### src/rtl/ballot_unit.sv
// Voter-side ballot capture: synchronises and debounces the party buttons, then
// accepts exactly one vote per issued ballot and emits a registered vote strobe.
`timescale 1ns/1ps

module ballot_unit #(
  parameter int DEBOUNCE_CYCLES = 4,
  parameter int TIMEOUT_CYCLES  = 64
) (
  input  logic       clk,
  input  logic       reset,
  input  logic       mode,
  input  logic       enable_ballot,
  input  logic [3:0] party_btn,
  output logic       ballot_ready,
  output logic       vote_valid,
  output logic [1:0] incr_party_vote,
  output logic       invalid_press,
  output logic       timeout
);

  localparam int DB_W = $clog2(DEBOUNCE_CYCLES + 1);
  localparam int TO_W = $clog2(TIMEOUT_CYCLES + 1);

  typedef enum logic [1:0] {
    IDLE  = 2'd0,
    CLEAR = 2'd1,
    ARMED = 2'd2,
    LOCK  = 2'd3
  } state_t;

  logic [3:0] sync1_reg;
  logic [3:0] sync2_reg;
  logic [3:0] deb_state;

  always_ff @(posedge clk or negedge reset) begin
    if (!reset) begin
      sync1_reg <= 4'b0000;
      sync2_reg <= 4'b0000;
    end else begin
      sync1_reg <= party_btn;
      sync2_reg <= sync1_reg;
    end
  end

  // Each button flips only after DEBOUNCE_CYCLES consecutive samples that disagree with it.
  generate
    for (genvar gi = 0; gi < 4; gi++) begin : g_debounce
      logic [DB_W-1:0] cnt_reg;
      logic            deb_bit_reg;

      always_ff @(posedge clk or negedge reset) begin
        if (!reset) begin
          cnt_reg     <= '0;
          deb_bit_reg <= 1'b0;
        end else if (sync2_reg[gi] == deb_bit_reg) begin
          cnt_reg <= '0;
        end else if (cnt_reg == DB_W'(DEBOUNCE_CYCLES - 1)) begin
          cnt_reg     <= '0;
          deb_bit_reg <= sync2_reg[gi];
        end else begin
          cnt_reg <= cnt_reg + DB_W'(1);
        end
      end

      assign deb_state[gi] = deb_bit_reg;
    end
  endgenerate

  logic       btn_none;
  logic       btn_onehot;
  logic [1:0] btn_index;

  assign btn_none   = (deb_state == 4'b0000);
  assign btn_onehot = !btn_none && ((deb_state & (deb_state - 4'd1)) == 4'b0000);
  assign btn_index  = {deb_state[3] | deb_state[2], deb_state[3] | deb_state[1]};

  state_t          state_reg, state_next;
  logic [TO_W-1:0] tmo_reg, tmo_next;
  logic [1:0]      idx_reg, idx_next;
  logic            ready_next;
  logic            vote_next;
  logic            invalid_next;
  logic            timeout_next;
  logic            expired;

  assign expired = (tmo_reg == TO_W'(TIMEOUT_CYCLES - 1));

  always_comb begin
    state_next   = state_reg;
    tmo_next     = tmo_reg;
    idx_next     = idx_reg;
    vote_next    = 1'b0;
    invalid_next = 1'b0;
    timeout_next = 1'b0;

    if (!mode) begin
      // Result mode discards any pending ballot and silences all pulses.
      state_next = IDLE;
      tmo_next   = '0;
    end else begin
      case (state_reg)
        IDLE: begin
          if (enable_ballot) begin
            state_next = CLEAR;
            tmo_next   = '0;
          end
        end
        CLEAR: begin
          tmo_next = tmo_reg + TO_W'(1);
          if (expired) begin
            state_next   = IDLE;
            timeout_next = 1'b1;
          end else if (btn_none) begin
            state_next = ARMED;
          end
        end
        ARMED: begin
          tmo_next = tmo_reg + TO_W'(1);
          // A clean press beats an expiring ballot in the same cycle.
          if (btn_onehot) begin
            state_next = LOCK;
            vote_next  = 1'b1;
            idx_next   = btn_index;
          end else if (expired) begin
            state_next   = IDLE;
            timeout_next = 1'b1;
          end else if (!btn_none) begin
            state_next   = CLEAR;
            invalid_next = 1'b1;
          end
        end
        LOCK: begin
          if (btn_none) begin
            state_next = IDLE;
          end
        end
        default: state_next = IDLE;
      endcase
    end

    ready_next = mode && ((state_next == CLEAR) || (state_next == ARMED));
  end

  always_ff @(posedge clk or negedge reset) begin
    if (!reset) begin
      state_reg     <= IDLE;
      tmo_reg       <= '0;
      idx_reg       <= 2'b00;
      ballot_ready  <= 1'b0;
      vote_valid    <= 1'b0;
      invalid_press <= 1'b0;
      timeout       <= 1'b0;
    end else begin
      state_reg     <= state_next;
      tmo_reg       <= tmo_next;
      idx_reg       <= idx_next;
      ballot_ready  <= ready_next;
      vote_valid    <= vote_next;
      invalid_press <= invalid_next;
      timeout       <= timeout_next;
    end
  end

  assign incr_party_vote = idx_reg;

endmodule

### config.mk
export PLATFORM = sky130hd
export DESIGN_NAME = ballot_unit
export DESIGN_NICKNAME = d
export VERILOG_FILES = /design/src/rtl/ballot_unit.sv
export SDC_FILE = /design/constraint.sdc
export NUM_CORES = 1
export LEC_CHECK = 0
export ABC_AREA = 0
export CAP_MARGIN = 20
export CORE_AREA = 10 10 76 78
export DETAILED_ROUTE_END_ITERATION = 8
export DIE_AREA = 0 0 86 88
export PLACE_DENSITY_LB_ADDON = 0.05
export SLEW_MARGIN = 40
export SYNTH_ARGS = -nofsm -noshare
export SYNTH_HDL_FRONTEND = slang
export SYNTH_SLANG_ARGS = --single-unit
### constraint.sdc
create_clock -name clk -period 4.3 [get_ports clk]
set_input_delay 0.43 -clock clk [delete_from_list [all_inputs] [get_ports clk]]
set_output_delay 0.43 -clock clk [all_outputs]
set_load 0.02 [all_outputs]
[Word-level counts from Yosys, hierarchy flattened]
Index checks and enable logic that the tools add are counted.
Storage, ports and cells
  input port bits: 8
  register bits after elaboration: 39
Operators by class
  reductions and logical operators: 14
  bitwise logic cells: 7
  add/sub/neg operators: 6
  equal/unequal tests: 16
  mux-type cells: 32
Operator list (count)
  two-way mux 3 bit: 8
  two-way mux 2 bit: 8
  two-way mux 7 bit: 2
  one-hot mux 7 bit (2 select lines): 1
  adder 3 x 1 -> 3 bit, second input constant: 4
  == test 3 x 2 -> 1 bit, second input constant: 4
  two-way mux 1 bit: 11
  AND reduction 2 bit: 5
  zero test 4 bit: 2
  one-hot mux 2 bit (4 select lines): 1
  adder 7 x 1 -> 7 bit, second input constant: 1
  == test 7 x 6 -> 1 bit, second input constant: 1
  == test 2 bit, second input constant: 3
  AND 4 bit: 1
  == test 1 bit: 4
  == test 2 x 1 -> 1 bit, second input constant: 2
  NOT 1 bit: 4
  subtractor 4 x 1 -> 4 bit, second input constant: 1
  != test 3 x 2 -> 1 bit, second input constant: 1
  != test 3 bit, second input constant: 1
  AND reduction 3 bit: 1
  logical AND 1 bit: 2
  zero test 2 bit: 1
  OR 1 bit: 2
  4 further kinds: 4

[Logic depth before layout (Yosys ltp)]
Gate-level depths: netlist of run 1.
  word-level depth: 10
  depth in mapped cells: 7
  gate-level depth less buffers: 7

[Worst setup path before layout of run 1]
OpenSTA, ideal clock, no wires.
  path kind: flip-flop to flip-flop
  start: reg g_debounce[1].deb_bit_reg
  end: reg ballot_ready
  path buffers: 2
  cell stages (with the launch flop): 8
  period minus slack after synthesis: 1.903 ns
  data required time: 4.224 ns
  slack: 2.397 ns
  data arrival time: 1.827 ns
  cell sequence: dfrtp_1 -> buf_6 -> or4_1 -> buf_2 -> a2111o_1 -> o221ai_2 -> o211ai_2 -> a21oi_2
On the way
  longest elaborated chain between the ends: 10
  elaborated cells on any way between the ends: 18
RTL lines
  start, declared: RTL line 49  | logic deb_bit_reg;
  start signal, assigned: RTL line 59  | deb_bit_reg <= sync2_reg[gi];
  subtractor 4 x 1 -> 4 bit: RTL line 74  | assign btn_onehot = !btn_none && ((deb_state & (deb_state - 4'd1)) == 4'b0000);
  AND 4 bit: RTL line 74
  zero test 4 bit: RTL line 74
  logical AND 1 bit: RTL line 74
  two-way mux 2 bit: RTL line 120  | if (btn_onehot) begin
  one-hot mux 2 bit (4 select lines) (*): RTL line 101  | case (state_reg)
  two-way mux 2 bit (*): RTL line 96  | if (!mode) begin
  == test 2 x 1 -> 1 bit or == test 2 bit (tied branches): RTL line 141  | ready_next = mode && ((state_next == CLEAR) || (state_next == ARMED));
  logical OR 1 bit (*): RTL line 141
  logical AND 1 bit (*): RTL line 141
  net ready_next: RTL line 80  | logic ready_next;
  end signal, assigned: RTL line 157  | ballot_ready <= ready_next;
  end, declared: RTL line 14  | output logic ballot_ready,
Mark *: on every way through the listed nets, which the timed path passes. The rest lies on a longest branch.
A chain may end at the register's enable or synchronous reset.

[Worst setup path in the final report of run 1]
  start: reg g_debounce[3].deb_bit_reg
  end: reg ballot_ready
On the way
  longest elaborated chain between the ends: 10
  elaborated cells on any way between the ends: 18
RTL lines (RTL line)
  start, declared: 49
  start signal, assigned: 59
  subtractor 4 x 1 -> 4 bit: 74
  AND 4 bit: 74
  zero test 4 bit: 74
  logical AND 1 bit: 74
  two-way mux 2 bit: 120
  one-hot mux 2 bit (4 select lines) (*): 101
  two-way mux 2 bit (*): 96
  == test 2 x 1 -> 1 bit or == test 2 bit (tied branches): 141
  logical OR 1 bit (*): 141
  logical AND 1 bit (*): 141
  net ready_next: 80
Marked as above.

==> flow_summary.json, run 1 <==
{
  "status": "completed",
  "endpoint": "ballot_ready$_DFF_PN0_",
  "finalCritPeriodShare_pct": 47.27,
  "max_slew_margin_pct": 65.66,
  "async_reset_ff_share_pct": 100.0,
  "die_area_mm2": 0.007568,
  "final_antenna_net_count": 0,
  "antenna_found_initial": 0,
  "rsz0062_at_grt": "no",
  "rows": 24,
  "r2r_slack_ns": 2.27,
  "gp_congestion": 0.7751,
  "firstDrtPassIters": 4,
  "p_per_area_mw_per_mm2": 515.4,
  "ir_drop_v": 0.0002429,
  "clk_path_buf_depth": 2,
  "crit_arrival_ns": 2.24,
  "place_hpwl_um": 2290,
  "worst-path-max-fanout": 10,
  "startpoint_type": "flop",
  "timing.rr.end": "ballot_ready$_DFF_PN0_",
  "cts-htree-levels": 2,
  "fmax_ghz": 0.4920,
  "drive_gt1_share_pct": 10.23,
  "cts-root-buf": "clkbuf_8",
  "largest_register_ffs": 12,
  "synthTopCellsByArea": "dfrtp_1 53%, ha_1 6.1%, nor2_1 3.3%",
  "grt_first_pass_wirelength_um": 5899,
  "synth_enable_flop_cells": 0,
  "syn-cell-area_mm2": 0.001842,
  "route.vias.total": 1238,
  "yosys-top-cells-count": "39 x dfrtp_1, 16 x nor2_1, 9 x ha_1, 8 x nand2_1",
  "netlist-cell-type-count": 45,
  "drc": 0,
  "numPortBuffers": 13,
  "slew_viol_final": 0,
  "fin_nets": 192,
  "timing.rr.start": "g_debounce[3].deb_bit_reg$_DFFE_PN0P_",
  "syn_nets": 180,
  "worst-setup-path-type": "reg -> reg",
  "cts_buffers": 5,
  "yosys_warnings": 0,
  "final_core_util_pct": 48.69,
  "core_mm2": 0.004294,
  "leakagePower_nw": 0.9162,
  "cts_setup_buffers": 0,
  "grt_max_degree": 40,
  "yosysMostFrequentCell": "dfrtp_1",
  "die-height_um": 88,
  "r2r_cells": 5,
  "maxCapViolCount": 0,
  "crit_start": "g_debounce[3].deb_bit_reg$_DFFE_PN0P_",
  "avgSynthCellArea_um2": 11.30,
  "wl_um": 3225,
  "grt_util_all_layers_pct": 9.694,
  "hold_buffers": 0,
  "grt_pass1_vias": 1289,
  "routed_via_density": 5.430,
  "ys_seq_elements": 39,
  "dieWidth_um": 86,
  "grt_overflow": 0,
  "start_util_pct": 42.89,
  "crit_path_end_kind": "flop",
  "clk_latency_ns": 0.29,
  "synth_seq_area_share_pct": 52.99,
  "antennaDiodeCount": 0,
  "cts_resized": 0,
  "tritoncts": "yes",
  "hold_class": "in -> async",
  "min_period_ns": 2.033,
  "synth_ff_type": "dfrtp_1",
  "wl_per_cell_um": 14.14,
  "worstPathRequired_ns": 4.51,
  "yosys.area.top_type": "dfrtp_1",
  "setup_viol": 0,
  "area_growth_pct": 13.52,
  "ios": 14,
  "synthCells": 163,
  "hold_viol": 0,
  "clkTransAtPathRegs_ns": 0.07,
  "synth_top_area_share_pct": 52.99,
  "drtIter0Drc": 43,
  "finalSetupTns_ns": 0,
  "worst_pin_slew_ns": 0.5120,
  "clock_sinks": 39,
  "skew_ns": 0.003173
}
power by group:
part / switching [W] / internal [W] / leakage (nW)
combinational: 0.000135 / 0.000131 / 0.348
clock: 0.000123 / 0.000188 / 0.0612
sequential: 0.0000705 / 0.000430 / 0.507
cell type report:
type	count	area, µm²
multi-input combinational	112	789.5
tap	52	65.06
clock inverter	2	35.03
fill	406	2203
sequential	39	975.9
inverter	4	15.01
clock buffer	6	82.58
timing repair buffer	13	127.6
stage by stage:
| step | hold WS [ns] | setup slack [ns] | power (W) | instance area (µm²) | instances |
|---|---|---|---|---|---|
| 3_3_place_gp | 0.3326 | 2.240 | 0.0007593 | 1971 | 220 |
| 6_report | 0.09805 | 2.267 | 0.001078 | 2091 | 228 |
| 2_1_floorplan | 0.1344 | 2.397 | 0.0007362 | 1842 | 163 |
| 4_1_cts | 0.1162 | 2.251 | 0.001092 | 2091 | 228 |
| 5_1_grt | 0.1369 | 2.085 | 0.001157 | 2091 | 228 |
| 3_5_place_dp | 0.3397 | 2.212 | 0.0007756 | 1973 | 220 |
cells in the final DEF, fill, tap and decap left out, drive strengths merged, types with 2 or more instances in the layout:
| cell type | count |
|---|---|
| xnor2 | 4 |
| o21ai | 4 |
| a22oi | 3 |
| ha | 9 |
| a21o | 2 |
| nor3 | 7 |
| o221ai | 2 |
| clkbuf | 6 |
| nor2b | 6 |
| mux2 | 4 |
| nor2 | 16 |
| nand2 | 8 |
| dfrtp | 39 |
| nor3b | 6 |
| inv | 3 |
| clkinv | 2 |
| nand2b | 5 |
| a211o | 2 |
| and3b | 2 |
| a21oi | 8 |
| clkdlybuf4s50 | 12 |
| nand3 | 6 |
| nor4b | 2 |
logic make-up after synthesis:
| logic type | synth area share [%] |
|---|---|
| adders and majority gates | 6.658 |
| buffers and inverters | 4.143 |
| muxes | 2.989 |
| AOI/OAI and AO/OA | 12.43 |
| xor gates and xnor gates | 2.378 |
| and+or+nand+nor | 18.41 |
| DFF | 52.99 |
metal layers:
layer | up-vias | track usage (%) | part of all wire, %
met5 | - | 0 | 0
met4 | 0 | 4.491 | 0.96
met3 | 5 | 3.528 | 4.5
met2 | 24 | 16.43 | 49
met1 | 608 | 10.60 | 45
li1 | 601 | - | -
worst min-delay path by stage:
stage	endpoint	slack [ns]
2_1_floorplan	ballot_ready$_DFF_PN0_	0.13
3_3_place_gp	sync2_reg[3]$_DFF_PN0_	0.33
3_5_place_dp	sync2_reg[1]$_DFF_PN0_	0.34
4_1_cts	g_debounce[2].deb_bit_reg$_DFFE_PN0P_	0.12
5_1_grt	tmo_reg[6]$_DFFE_PN0P_	0.14
6_report	ballot_ready$_DFF_PN0_	0.1
critical path, cell delays in order (launching register included):
cell,delay [ns]
dfrtp_1,0.50
nor4b_1,0.44
a211oi_1,0.17
a221o_1,0.43
a211o_2,0.31
a21oi_2,0.11
(Power assumes the default switching activity.)
==> run 2, diff against run 1 <==
==> constraint.sdc (replaced) <==
create_clock -name clk -period 1.6 [get_ports clk]
set_input_delay 0.16 -clock clk [delete_from_list [all_inputs] [get_ports clk]]
set_output_delay 0.16 -clock clk [all_outputs]
set_load 0.02 [all_outputs]
==> flow_summary.json, run 2 (synthesized netlist as in run 1, its figures left out) <==
{
  "largest_register_ffs": 12,
  "final_cell_mix": "36 x dfrtp_1, 32 x buf_4, 15 x nor2_1, 12 x clkdlybuf4s50_1",
  "p_seq_share_pct": 42.6,
  "worstHoldStart": "party_btn[3]",
  "worst-setup-path-type": "reg -> reg",
  "slew_viol_final": 0,
  "min_period_ns": 1.825,
  "area_growth_pct": 32.40,
  "cts-root-buf": "clkbuf_8",
  "switching_share_pct": 32.09,
  "finalCritPeriodShare_pct": 114.1,
  "worst_pin_slew_ns": 0.4762,
  "worst-path-max-fanout": 6,
  "layout_commonest_cell": "dfrtp_1",
  "cp_cell_sequence": "or4_4 > a2111o_1 > o221ai_2 > a211o_2 > a21oi_2",
  "start_util_pct": 42.89,
  "wl_per_cell_um": 14.81,
  "gp_congestion": 0.7962,
  "comb_power_share_pct": 36.6,
  "startpoint_type": "flop",
  "hold_ws_ns": 0.3114,
  "whs_path_depth": 1,
  "hold_class": "in -> reg",
  "grt_overflow": 0,
  "cp_num_buf_inv": 0,
  "cts_buffers": 5,
  "p_sw_w": 0.001013,
  "cp_num_cells": 5,
  "p_clk_share_pct": 20.8,
  "status": "complete, but fails checks",
  "ios": 14,
  "wl_um": 3895,
  "rsz0062_at_grt": "yes",
  "worstPathRequired_ns": 1.78,
  "antenna_found_initial": 0,
  "grt_max_degree": 23,
  "fin_nets": 228,
  "final_cell_count_no_fill": 263,
  "grt_util_all_layers_pct": 11.04,
  "dp.cells": 252,
  "skew_ns": 0.01117,
  "p_per_area_mw_per_mm2": 1295,
  "crit_arrival_ns": 2.00,
  "numPortBuffers": 13,
  "setup_viol": 3,
  "max_slew_margin_pct": 68.26,
  "ir_drop_v": 0.0007799,
  "final_antenna_net_count": 0,
  "routed_via_density": 5.316,
  "clkTransAtPathRegs_ns": 0.08,
  "antennaDiodeCount": 0,
  "dpl_cell_area_mm2": 0.002233,
  "failed_checks": "setup timing",
  "route.vias.total": 1398,
  "timing.rr.start": "g_debounce[2].deb_bit_reg$_DFFE_PN0P_",
  "fin_area_mm2": 0.002439,
  "grt_first_pass_wirelength_um": 6672,
  "setup_slack_ns": -0.2248,
  "die_area_mm2": 0.007568,
  "drc": 0,
  "fmax_ghz": 0.5480,
  "slowest_delay_ns": 0.61,
  "place_hpwl_um": 2876,
  "clk_path_buf_depth": 2,
  "clk_latency_ns": 0.29,
  "r2r_cells": 5,
  "timing.rr.end": "ballot_ready$_DFF_PN0_",
  "tritoncts": "yes",
  "slowest_stage": "or4_4",
  "whs_endpoint": "sync1_reg[3]$_DFF_PN0_",
  "cpLargestDelayFamily": "compound AO/OA/AOI/OAI gates",
  "drive_gt1_share_pct": 32.23,
  "r2r_slack_ns": -0.22,
  "clock_sinks": 39,
  "rows": 24,
  "cts-htree-levels": 2,
  "leakagePower_nw": 1.113,
  "hold_viol": 0,
  "crit_path_end_kind": "flop",
  "die-height_um": 88,
  "dieWidth_um": 86,
  "firstDrtPassIters": 4,
  "core_mm2": 0.004294,
  "drtIter0Drc": 48,
  "maxCapViolCount": 0,
  "grt_pass1_vias": 1508,
  "power.internal_w": 0.002144
}
[run 2: timing repair]
item	CTS	global route
pin swaps	10	1
gates resized for setup	16	4
hold buffers	1	0
setup buffers	3	0
endpoints found under the hold margin	17	0
endpoints found under the setup margin	8	12
gates cloned	0	0
[run 2: through the flow]
step	power, W	util, %	TNS, ns	setup slack [ns]
after floorplan	0.002008	-	-0.4497	-0.2676
after global placement	0.002290	52.01	-0.4153	-0.2157
after detailed placement	0.002337	52.01	-0.5146	-0.2621
after CTS	0.003184	56.44	-0.3905	-0.1991
after global routing	0.003390	56.79	-0.6108	-0.2795
final	0.003158	56.79	-0.4582	-0.2248
[run 2: worst max-delay path by stage]
stage / start / endpoint / slack, ns
4_1_cts: g_debounce[2].deb_bit_reg$_DFFE_PN0P_ / ballot_ready$_DFF_PN0_ / -0.20
3_3_place_gp: g_debounce[3].deb_bit_reg$_DFFE_PN0P_ / ballot_ready$_DFF_PN0_ / -0.22
2_1_floorplan: g_debounce[1].deb_bit_reg$_DFFE_PN0P_ / ballot_ready$_DFF_PN0_ / -0.27
3_5_place_dp: g_debounce[3].deb_bit_reg$_DFFE_PN0P_ / ballot_ready$_DFF_PN0_ / -0.26
5_1_grt: g_debounce[2].deb_bit_reg$_DFFE_PN0P_ / ballot_ready$_DFF_PN0_ / -0.28
6_report: g_debounce[2].deb_bit_reg$_DFFE_PN0P_ / ballot_ready$_DFF_PN0_ / -0.22
[run 2: routing by layer]
| metal | up-vias | global-route usage [%] | wire length (µm) |
|---|---|---|---|
| met1 | 704 | 11.14 | 1629 |
| met2 | 19 | 19.81 | 2057 |
| met3 | 4 | 3.621 | 141 |
| met4 | 0 | 5.838 | 68 |
| li1 | 671 | - | - |
| met5 | - | 0 | 0 |
[run 2: cell type report]
type	count	area (µm²)
multi-input cells	112	873.3
flip-flops and latches	39	979.7
clock buffers	6	82.58
well taps	52	65.06
fillers	377	1856
clock inverters	1	5.005
repair buffers	49	417.9
inverters	4	15.01
[run 2: power groups by stage]
| stage | Combinational [W] | Clock [W] | Sequential, W |
|---|---|---|---|
| 2_1_floorplan | 0.000739 | 0 | 0.00127 |
| 3_3_place_gp | 0.000995 | 0 | 0.00130 |
| 3_5_place_dp | 0.00103 | 0 | 0.00131 |
| 4_1_cts | 0.00116 | 0.000685 | 0.00134 |
| 5_1_grt | 0.00129 | 0.000734 | 0.00137 |
| 6_report | 0.00116 | 0.000658 | 0.00134 |
